==> src/rtl/conv_transposed_1d_stream_pkg.sv <==
// Shared constants and FSM state type for the streaming 1-D transposed convolution.
package conv_transposed_1d_stream_pkg;

    localparam int unsigned DEF_DATA_W      = 16;
    localparam int unsigned DEF_ACC_W       = 40;
    localparam int unsigned DEF_KERNEL_SIZE = 3;
    localparam int unsigned DEF_STRIDE      = 2;

    typedef enum logic [1:0] {
        ACCEPT = 2'd0,
        EMIT   = 2'd1,
        FLUSH  = 2'd2
    } state_e;

endpackage

==> src/rtl/conv_transposed_1d_stream_mac.sv <==
// Combinational K-way multiply-add: acc_o[k] = acc_i[k] + sample * w[k].
module conv_t1d_mac_array #(
    parameter int unsigned DATA_W      = 16,
    parameter int unsigned ACC_W       = 40,
    parameter int unsigned KERNEL_SIZE = 3
) (
    input  logic signed [DATA_W-1:0] sample_i,
    input  logic signed [DATA_W-1:0] w_i   [KERNEL_SIZE],
    input  logic signed [ACC_W-1:0]  acc_i [KERNEL_SIZE],
    output logic signed [ACC_W-1:0]  acc_o [KERNEL_SIZE]
);

    localparam int unsigned PROD_W = 2 * DATA_W;

    logic signed [PROD_W-1:0] prod [KERNEL_SIZE];

    // Full-precision product per tap, sign-extended into the wrapping accumulator.
    always_comb begin
        for (int k = 0; k < int'(KERNEL_SIZE); k++) begin
            prod[k]  = sample_i * w_i[k];
            acc_o[k] = acc_i[k] + ACC_W'(prod[k]);
        end
    end

endmodule

==> src/rtl/conv_transposed_1d_stream.sv <==
// Streaming 1-D transposed convolution: each accepted sample is scattered into a
// K-deep accumulator window, then STRIDE outputs are shifted out; the window
// tail is flushed after the last sample of a frame.
module conv_transposed_1d_stream
    import conv_transposed_1d_stream_pkg::*;
#(
    parameter int unsigned DATA_W      = DEF_DATA_W,
    parameter int unsigned ACC_W       = DEF_ACC_W,
    parameter int unsigned KERNEL_SIZE = DEF_KERNEL_SIZE,
    parameter int unsigned STRIDE      = DEF_STRIDE,
    localparam int unsigned AW         = (KERNEL_SIZE > 1) ? $clog2(KERNEL_SIZE) : 1
) (
    input  logic                     clk,
    input  logic                     rst_n,
    input  logic                     in_valid,
    output logic                     in_ready,
    input  logic signed [DATA_W-1:0] in_data,
    input  logic                     in_last,
    output logic                     out_valid,
    input  logic                     out_ready,
    output logic signed [ACC_W-1:0]  out_data,
    output logic                     out_last,
    input  logic                     w_wr_en,
    input  logic [AW-1:0]            w_wr_addr,
    input  logic signed [DATA_W-1:0] w_wr_data,
    input  logic signed [ACC_W-1:0]  bias,
    output logic                     busy
);

    localparam int unsigned CW = $clog2(KERNEL_SIZE + 1);

    // Reject illegal geometries at elaboration.
    if (KERNEL_SIZE < 1 || KERNEL_SIZE > 16) begin : g_bad_k
        $error("KERNEL_SIZE must be in 1..16");
    end
    if (STRIDE < 1 || STRIDE > KERNEL_SIZE) begin : g_bad_s
        $error("STRIDE must be in 1..KERNEL_SIZE");
    end
    if (ACC_W < 2 * DATA_W + $clog2(KERNEL_SIZE)) begin : g_bad_acc
        $error("ACC_W too narrow for DATA_W and KERNEL_SIZE");
    end

    state_e                   state_q, state_d;
    logic [CW-1:0]            cnt_q, cnt_d;
    logic                     last_q, last_d;
    logic                     busy_q, busy_d;
    logic                     in_ready_q, in_ready_d;
    logic                     out_valid_q, out_valid_d;
    logic                     out_last_q, out_last_d;
    logic signed [ACC_W-1:0]  out_data_q, out_data_d;
    logic signed [DATA_W-1:0] w_q   [KERNEL_SIZE];
    logic signed [DATA_W-1:0] w_d   [KERNEL_SIZE];
    logic signed [ACC_W-1:0]  acc_q [KERNEL_SIZE];
    logic signed [ACC_W-1:0]  acc_d [KERNEL_SIZE];
    logic signed [ACC_W-1:0]  acc_mac [KERNEL_SIZE];
    logic                     out_hs;

    conv_t1d_mac_array #(
        .DATA_W      (DATA_W),
        .ACC_W       (ACC_W),
        .KERNEL_SIZE (KERNEL_SIZE)
    ) u_mac (
        .sample_i (in_data),
        .w_i      (w_q),
        .acc_i    (acc_q),
        .acc_o    (acc_mac)
    );

    assign out_hs = out_valid_q && out_ready;

    // Next-state, window update and registered-output computation.
    always_comb begin
        state_d = state_q;
        cnt_d   = cnt_q;
        last_d  = last_q;
        busy_d  = busy_q;
        w_d     = w_q;
        acc_d   = acc_q;

        if (w_wr_en && !busy_q && (32'(w_wr_addr) < KERNEL_SIZE)) begin
            w_d[w_wr_addr] = w_wr_data;
        end

        case (state_q)
            ACCEPT: begin
                if (in_valid && in_ready_q) begin
                    acc_d   = acc_mac;
                    last_d  = in_last;
                    busy_d  = 1'b1;
                    cnt_d   = '0;
                    state_d = EMIT;
                end
            end
            EMIT: begin
                if (out_hs) begin
                    for (int k = 0; k < int'(KERNEL_SIZE) - 1; k++) begin
                        acc_d[k] = acc_q[k+1];
                    end
                    acc_d[KERNEL_SIZE-1] = '0;
                    if (32'(cnt_q) + 32'd1 == STRIDE) begin
                        cnt_d = '0;
                        if (last_q && (KERNEL_SIZE > STRIDE)) begin
                            state_d = FLUSH;
                        end else begin
                            state_d = ACCEPT;
                            if (last_q) begin
                                busy_d = 1'b0;
                            end
                        end
                    end else begin
                        cnt_d = cnt_q + CW'(1);
                    end
                end
            end
            FLUSH: begin
                if (out_hs) begin
                    for (int k = 0; k < int'(KERNEL_SIZE) - 1; k++) begin
                        acc_d[k] = acc_q[k+1];
                    end
                    acc_d[KERNEL_SIZE-1] = '0;
                    if (32'(cnt_q) + 32'd1 == KERNEL_SIZE - STRIDE) begin
                        cnt_d   = '0;
                        busy_d  = 1'b0;
                        state_d = ACCEPT;
                    end else begin
                        cnt_d = cnt_q + CW'(1);
                    end
                end
            end
            default: state_d = ACCEPT;
        endcase

        in_ready_d  = (state_d == ACCEPT);
        out_valid_d = (state_d != ACCEPT);
        out_data_d  = out_valid_d ? (acc_d[0] + bias) : '0;
        out_last_d  = ((state_d == EMIT) && (KERNEL_SIZE == STRIDE) && last_d
                       && (32'(cnt_d) + 32'd1 == STRIDE))
                   || ((state_d == FLUSH) && (32'(cnt_d) + 32'd1 == KERNEL_SIZE - STRIDE));
    end

    // State, window, weights and output registers.
    always_ff @(posedge clk or negedge rst_n) begin
        if (!rst_n) begin
            state_q     <= ACCEPT;
            cnt_q       <= '0;
            last_q      <= 1'b0;
            busy_q      <= 1'b0;
            in_ready_q  <= 1'b0;
            out_valid_q <= 1'b0;
            out_last_q  <= 1'b0;
            out_data_q  <= '0;
            for (int k = 0; k < int'(KERNEL_SIZE); k++) begin
                w_q[k]   <= '0;
                acc_q[k] <= '0;
            end
        end else begin
            state_q     <= state_d;
            cnt_q       <= cnt_d;
            last_q      <= last_d;
            busy_q      <= busy_d;
            in_ready_q  <= in_ready_d;
            out_valid_q <= out_valid_d;
            out_last_q  <= out_last_d;
            out_data_q  <= out_data_d;
            for (int k = 0; k < int'(KERNEL_SIZE); k++) begin
                w_q[k]   <= w_d[k];
                acc_q[k] <= acc_d[k];
            end
        end
    end

    assign in_ready  = in_ready_q;
    assign out_valid = out_valid_q;
    assign out_data  = out_data_q;
    assign out_last  = out_last_q;
    assign busy      = busy_q;

endmodule

==> config.mk <==
export PLATFORM = sky130hd
export DESIGN_NAME = conv_transposed_1d_stream
export DESIGN_NICKNAME = d
export VERILOG_FILES = /design/src/rtl/conv_transposed_1d_stream_pkg.sv /design/src/rtl/conv_transposed_1d_stream_mac.sv /design/src/rtl/conv_transposed_1d_stream.sv
export SDC_FILE = /design/constraint.sdc
export NUM_CORES = 2
export LEC_CHECK = 0
export ABC_AREA = 0
export BUFFER_PORTS_ARGS = -buffer_cell sky130_fd_sc_hd__buf_2
export CAP_MARGIN = 20
export CELL_PAD_IN_SITES_DETAIL_PLACEMENT = 1
export CELL_PAD_IN_SITES_GLOBAL_PLACEMENT = 2
export CORE_ASPECT_RATIO = 1.1
export CORE_MARGIN = 4
export CORE_UTILIZATION = 43
export DETAILED_ROUTE_END_ITERATION = 10
export MAX_ROUTING_LAYER = met4
export PLACE_DENSITY = 0.91
export SLEW_MARGIN = 5
export SYNTH_ARGS = -nofsm -noshare
export SYNTH_HDL_FRONTEND = slang
export SYNTH_SLANG_ARGS = --single-unit
==> constraint.sdc <==
create_clock -name clk -period 9.6 [get_ports clk]
set_clock_uncertainty 0.1 [all_clocks]
set_input_delay 0.48 -clock clk [delete_from_list [all_inputs] [get_ports clk]]
set_output_delay 0.48 -clock clk [all_outputs]
set_load 0.01 [all_outputs]
## Word-level counts from Yosys, hierarchy flattened

Cells that the tools add are included.
Widths: inputs -> output; s select.

| word-level totals | value |
|---|---|
| register bits after elaboration | 217 |
| input bits | 80 |
| output and inout port bits | 44 |
| word-level logic and storage cells | 78 |

| operators by class | value |
|---|---|
| add/sub/neg operators | 7 |
| multiply operators | 3 |
| $lt $le $gt $ge | 3 |
| equal/unequal tests | 10 |
| multiplexer cells | 24 |
| bitwise operators | 1 |
| reductions and logical operators | 16 |

Operators by type and width:

| operator | count |
|---|---|
| $mux 120 | 2 |
| $pmux 120 s2 | 1 |
| $add 40x32->40 | 3 |
| $mul 16x16->32 | 3 |
| $bwmux 48 | 1 |
| $add 40x40->40 | 1 |
| $mux 40 | 1 |
| $demux 16 s2 | 1 |
| $eq 32x2->1 const B | 1 |
| $mux 2 | 11 |
| $mux 16 | 1 |
| $pmux 2 s3 | 2 |
| $add 2x1->3 const B | 2 |
| $eq 3x1->1 const B | 2 |
| $logic_and 1x1->1 | 6 |
| $ne 2x2->1 const B | 3 |
| $reduce_bool 2->1 | 3 |
| $eq 2x2->1 const B | 2 |
| $logic_not 2->1 | 2 |
| $reduce_and 4->1 | 1 |
| $ge 3x3->1 const B | 1 |
| $lt 3x1->1 const B | 1 |
| $mux 1 | 3 |
| $not 2->3 | 1 |
| other kinds (9) | 9 |

## Logic depth before layout (Yosys ltp)

| logic depth | value |
|---|---|
| depth after elaboration | 8 |
| gate-level depth with buffers | 39 |
| mapped depth without buffers | 36 |

## Hierarchy

A second synthesis with hierarchy kept.

| unflattened totals | value |
|---|---|
| cells, all modules | 5128 |
| area, all modules | 47969.8 µm² |

Modules (own cells, without submodules):

| module | instances | cells an instance | area an instance (µm²) | sequential area each (µm²) |
|---|---|---|---|---|
| conv_t1d_mac_array | 1 | 4110 | 37133.1 | 0.0 |
| conv_transposed_1d_stream | 1 | 1018 | 10836.6 | 5430.2 |

## Worst setup path before layout

Ideal clock, no wire load.

| timing path | value |
|---|---|
| kind | input port to flip-flop |
| start point | input in_data[15] |
| end point | register out_data_q[39], in the netlist out_data[39] |
| library setup time | 0.142 ns |
| data arrival time | 8.462 ns |
| data required time | 9.358 ns |
| path slack | 0.896 ns |
| cell stages on the path | 36 |
| path buffers | 2 |
| cells stage by stage | clkbuf_1 clkbuf_1 nand2_1 inv_1 fa_1 fa_1 inv_1 fa_1 inv_1 fa_1 fa_1 inv_1 fa_1 inv_1 ha_1 nand3_1 or3_1 nand2b_4 a2111oi_4 nor4_2 o31ai_1 a21o_1 a21oi_1 xnor2_1 o21ai_0 ha_1 inv_1 o21ai_0 a21o_1 a21o_1 nand2_1 o21ai_0 a211o_1 and3_1 a2111oi_1 nand3_1 |

RTL lines:

| what | RTL line | text |
|---|---|---|
| start, declared | conv_transposed_1d_stream.sv:17 | `input logic signed [DATA_W-1:0] in_data,` |
| end signal, assigned | conv_transposed_1d_stream.sv:164 | `out_data_q <= out_data_d;` |
| end, declared | conv_transposed_1d_stream.sv:50 | `logic signed [ACC_W-1:0] out_data_q, out_data_d;` |

==> flow_summary.toml <==
[status]
status = "finished clean"

[worst_setup_path]
slowest_stage = "fa_1"
start_kind = "flop"
worstSetupPathType = "reg2reg"
startpoint = "w_q[33]$_DFFE_PN0P_"
critPathMaxFanout = 10
cp_common_cell = "fa_1"
required_ps = 10000
crit_path_end_kind = "flop"
cp_top_family = "adder cells"
critPathMaxStageDelay_ps = 670
path_depth = 34
crit_buf_inv = 5
r2r_start = "w_q[33]$_DFFE_PN0P_"
reg2regPathDepth = 34
cp_data_arrival_time_ps = 9630

[global_route]
grt_max_degree = 151
antenna_found_initial = 9
grtUsageTotal_pct = 25.2
grt_overflow = 0
grt_pass1_wl_mm = 218
first_global_vias = 39200

[finish]
layout-drive-gt1-share_pct = 7.04
fillers = 12200
multiInputGateArea_mm2 = 0.0365
most-common-layout-cells = "1013 x inv_1, 989 x fa_1, 558 x nand2_1"
post-route-cell-area_mm2 = 0.0497
ff_latch_area_mm2 = 0.00544
finalNetCount = 6298
mostFrequentLayoutCell = "inv_1"
fin_cells = 6274
syn2layout_area_growth_pct = 7.15

[timing]
slew_viol_final = 0
rsz0062_at_grt = "yes"
slew_headroom_pct = 28.1
finalCritPeriodShare_pct = 96.1
worstMarginPinSlew_ps = 1080
clock.fmax_mhz = 108
hold_viol = 0
setup_violations = 0
period_needed_ps = 9230
whs_ps = 70.6

[synth]
synth_cells = 4820
netlist_area_mm2 = 0.0464
synthDistinctLibCells = 76
avgSynthCellArea_um2 = 9.62
yosys_register_bits = 217
ys_warn_count = 0
ys_seq_area_share_pct = 11.7
async_reset_ff_share_pct = 100
synthesis.nets = 6282
synth_enable_flop_cells = 0
ys.flop_type = "dfrtp_1"

[die]
dieArea_mm2 = 0.113
initial_core_util_pct = 43.3
die_w_um = 321
core_area_mm2 = 0.107
design.portCount = 124
die_y_um = 352
rows = 126

[cts]
h-tree-depth = 1
cts_tree = "built"
cts_made_buffers = 31
clock_path_buffers = 3
clk_pin_slew_ps = 60
ctsRootBufferMaster = "clkbuf_16"
clock_latency_ps = 640
cts_sinks = 217

[placed_design]
io_buffer_count = 123
place_congestion = 0.917
placed_cells = 6208
hpwlAfterDp_mm = 111
place_area_mm2 = 0.0485

[detailed_routing]
wire_per_inst_um = 21.6
dr.first_iter.drc_count = 1725
vias_per_cell = 5.39
remaining_drc_errors = 0
ant_nets = 0
vias = 33800
drt_wl_total_mm = 135
first_pass_iters = 8

[run]
cap_violations = 0

[min_path]
min_path_type = "in2reg"
holdCritStartpoint = "w_wr_data[3]"
hold_depth = 2
-- worst reg2reg max path: cells and delay by family (launching register included) --
kind / cells / cell delay, ps
adder cells (fa/ha/maj): 8 / 3950
AO/OA/AOI/OAI: 17 / 3490
flip-flops: 1 / 480
AND/OR/NAND/NOR: 3 / 480
buffers and inverters: 5 / 390
XOR/XNOR: 1 / 190
-- final cells by class --
type,instances,area share [%]
flip-flops and latches,217,10.9
clock buffers,34,1.62
diodes,6,0.0302
well taps,1408,3.54
inverters,1014,7.66
multi-input cells,3379,73.4
clock inverters,23,0.478
repair buffers,193,2.35
-- routing by layer --
layer | GRT usage (%) | vias up | routed length (µm)
li1 | - | 14900 | -
met5 | - | - | 0
met4 | 10.5 | 0 | 6810
met2 | 44.4 | 682 | 71100
met3 | 1.66 | 224 | 4630
met1 | 30.0 | 18100 | 52800
-- Yosys cell counts (all sizes together), types with 63 or more instances --
cell type / instances / area (µm²)
a21o: 73 / 548
a21oi: 122 / 611
a22oi: 63 / 473
and2: 320 / 2000
clkbuf: 207 / 778
dfrtp: 217 / 5430
fa: 991 / 19800
ha: 391 / 4890
inv: 1013 / 3800
nand2: 558 / 2090
nor2: 123 / 462
o21ai: 163 / 816
xnor2: 84 / 736
-- flip-flops by register name (all words and copies together) (netlist names) --
| signal | flops |
|---|---|
| acc_q | 120 |
| out_valid | 1 |
| out_last | 1 |
| last_q | 1 |
| out_data | 40 |
| state_q | 2 |
| cnt_q | 2 |
| w_q | 48 |
| in_ready | 1 |
| busy | 1 |
-- path summary, 6_finish.rpt --
path                                           to  slack [ps]
max in group asynchronous  out_data[33]$_DFF_PN0_        7640
setup reg to reg           out_data[39]$_DFF_PN0_         370
setup / recovery           out_data[39]$_DFF_PN0_         370
min in group asynchronous      w_q[6]$_DFFE_PN0P_         310
hold reg to reg               acc_q[95]$_DFF_PN0_         440
hold / removal                w_q[19]$_DFFE_PN0P_          70
-- through the flow --
stage	setup TNS, ps	setup WS, ps	utilization (%)
global route	-63.9	-63.9	46.4
global placement	0	205	45.3
floorplan	0	896	-
CTS	0	22.2	46.3
finish	0	371	46.4
detailed placement	-215	-215	45.3
-- timing repair --
item,CTS,global route
endpoints found under the setup margin,0,8
buffers inserted,0,1
gates resized for setup,0,24
hold buffers,2,0
hold endpoints to repair,68,0
-- cell families after synthesis --
family / Yosys count / synth area share, %
fa+ha+maj: 1382 / 53.3
buf+inv: 1224 / 9.91
simple gates: 1201 / 12.5
compound gates: 601 / 8.57
flops: 217 / 11.7
xor+xnor: 136 / 2.57
mux: 59 / 1.40
Power is not shown: default switching activity piles up to over one toggle a cycle in this logic, so the estimate is an artifact.
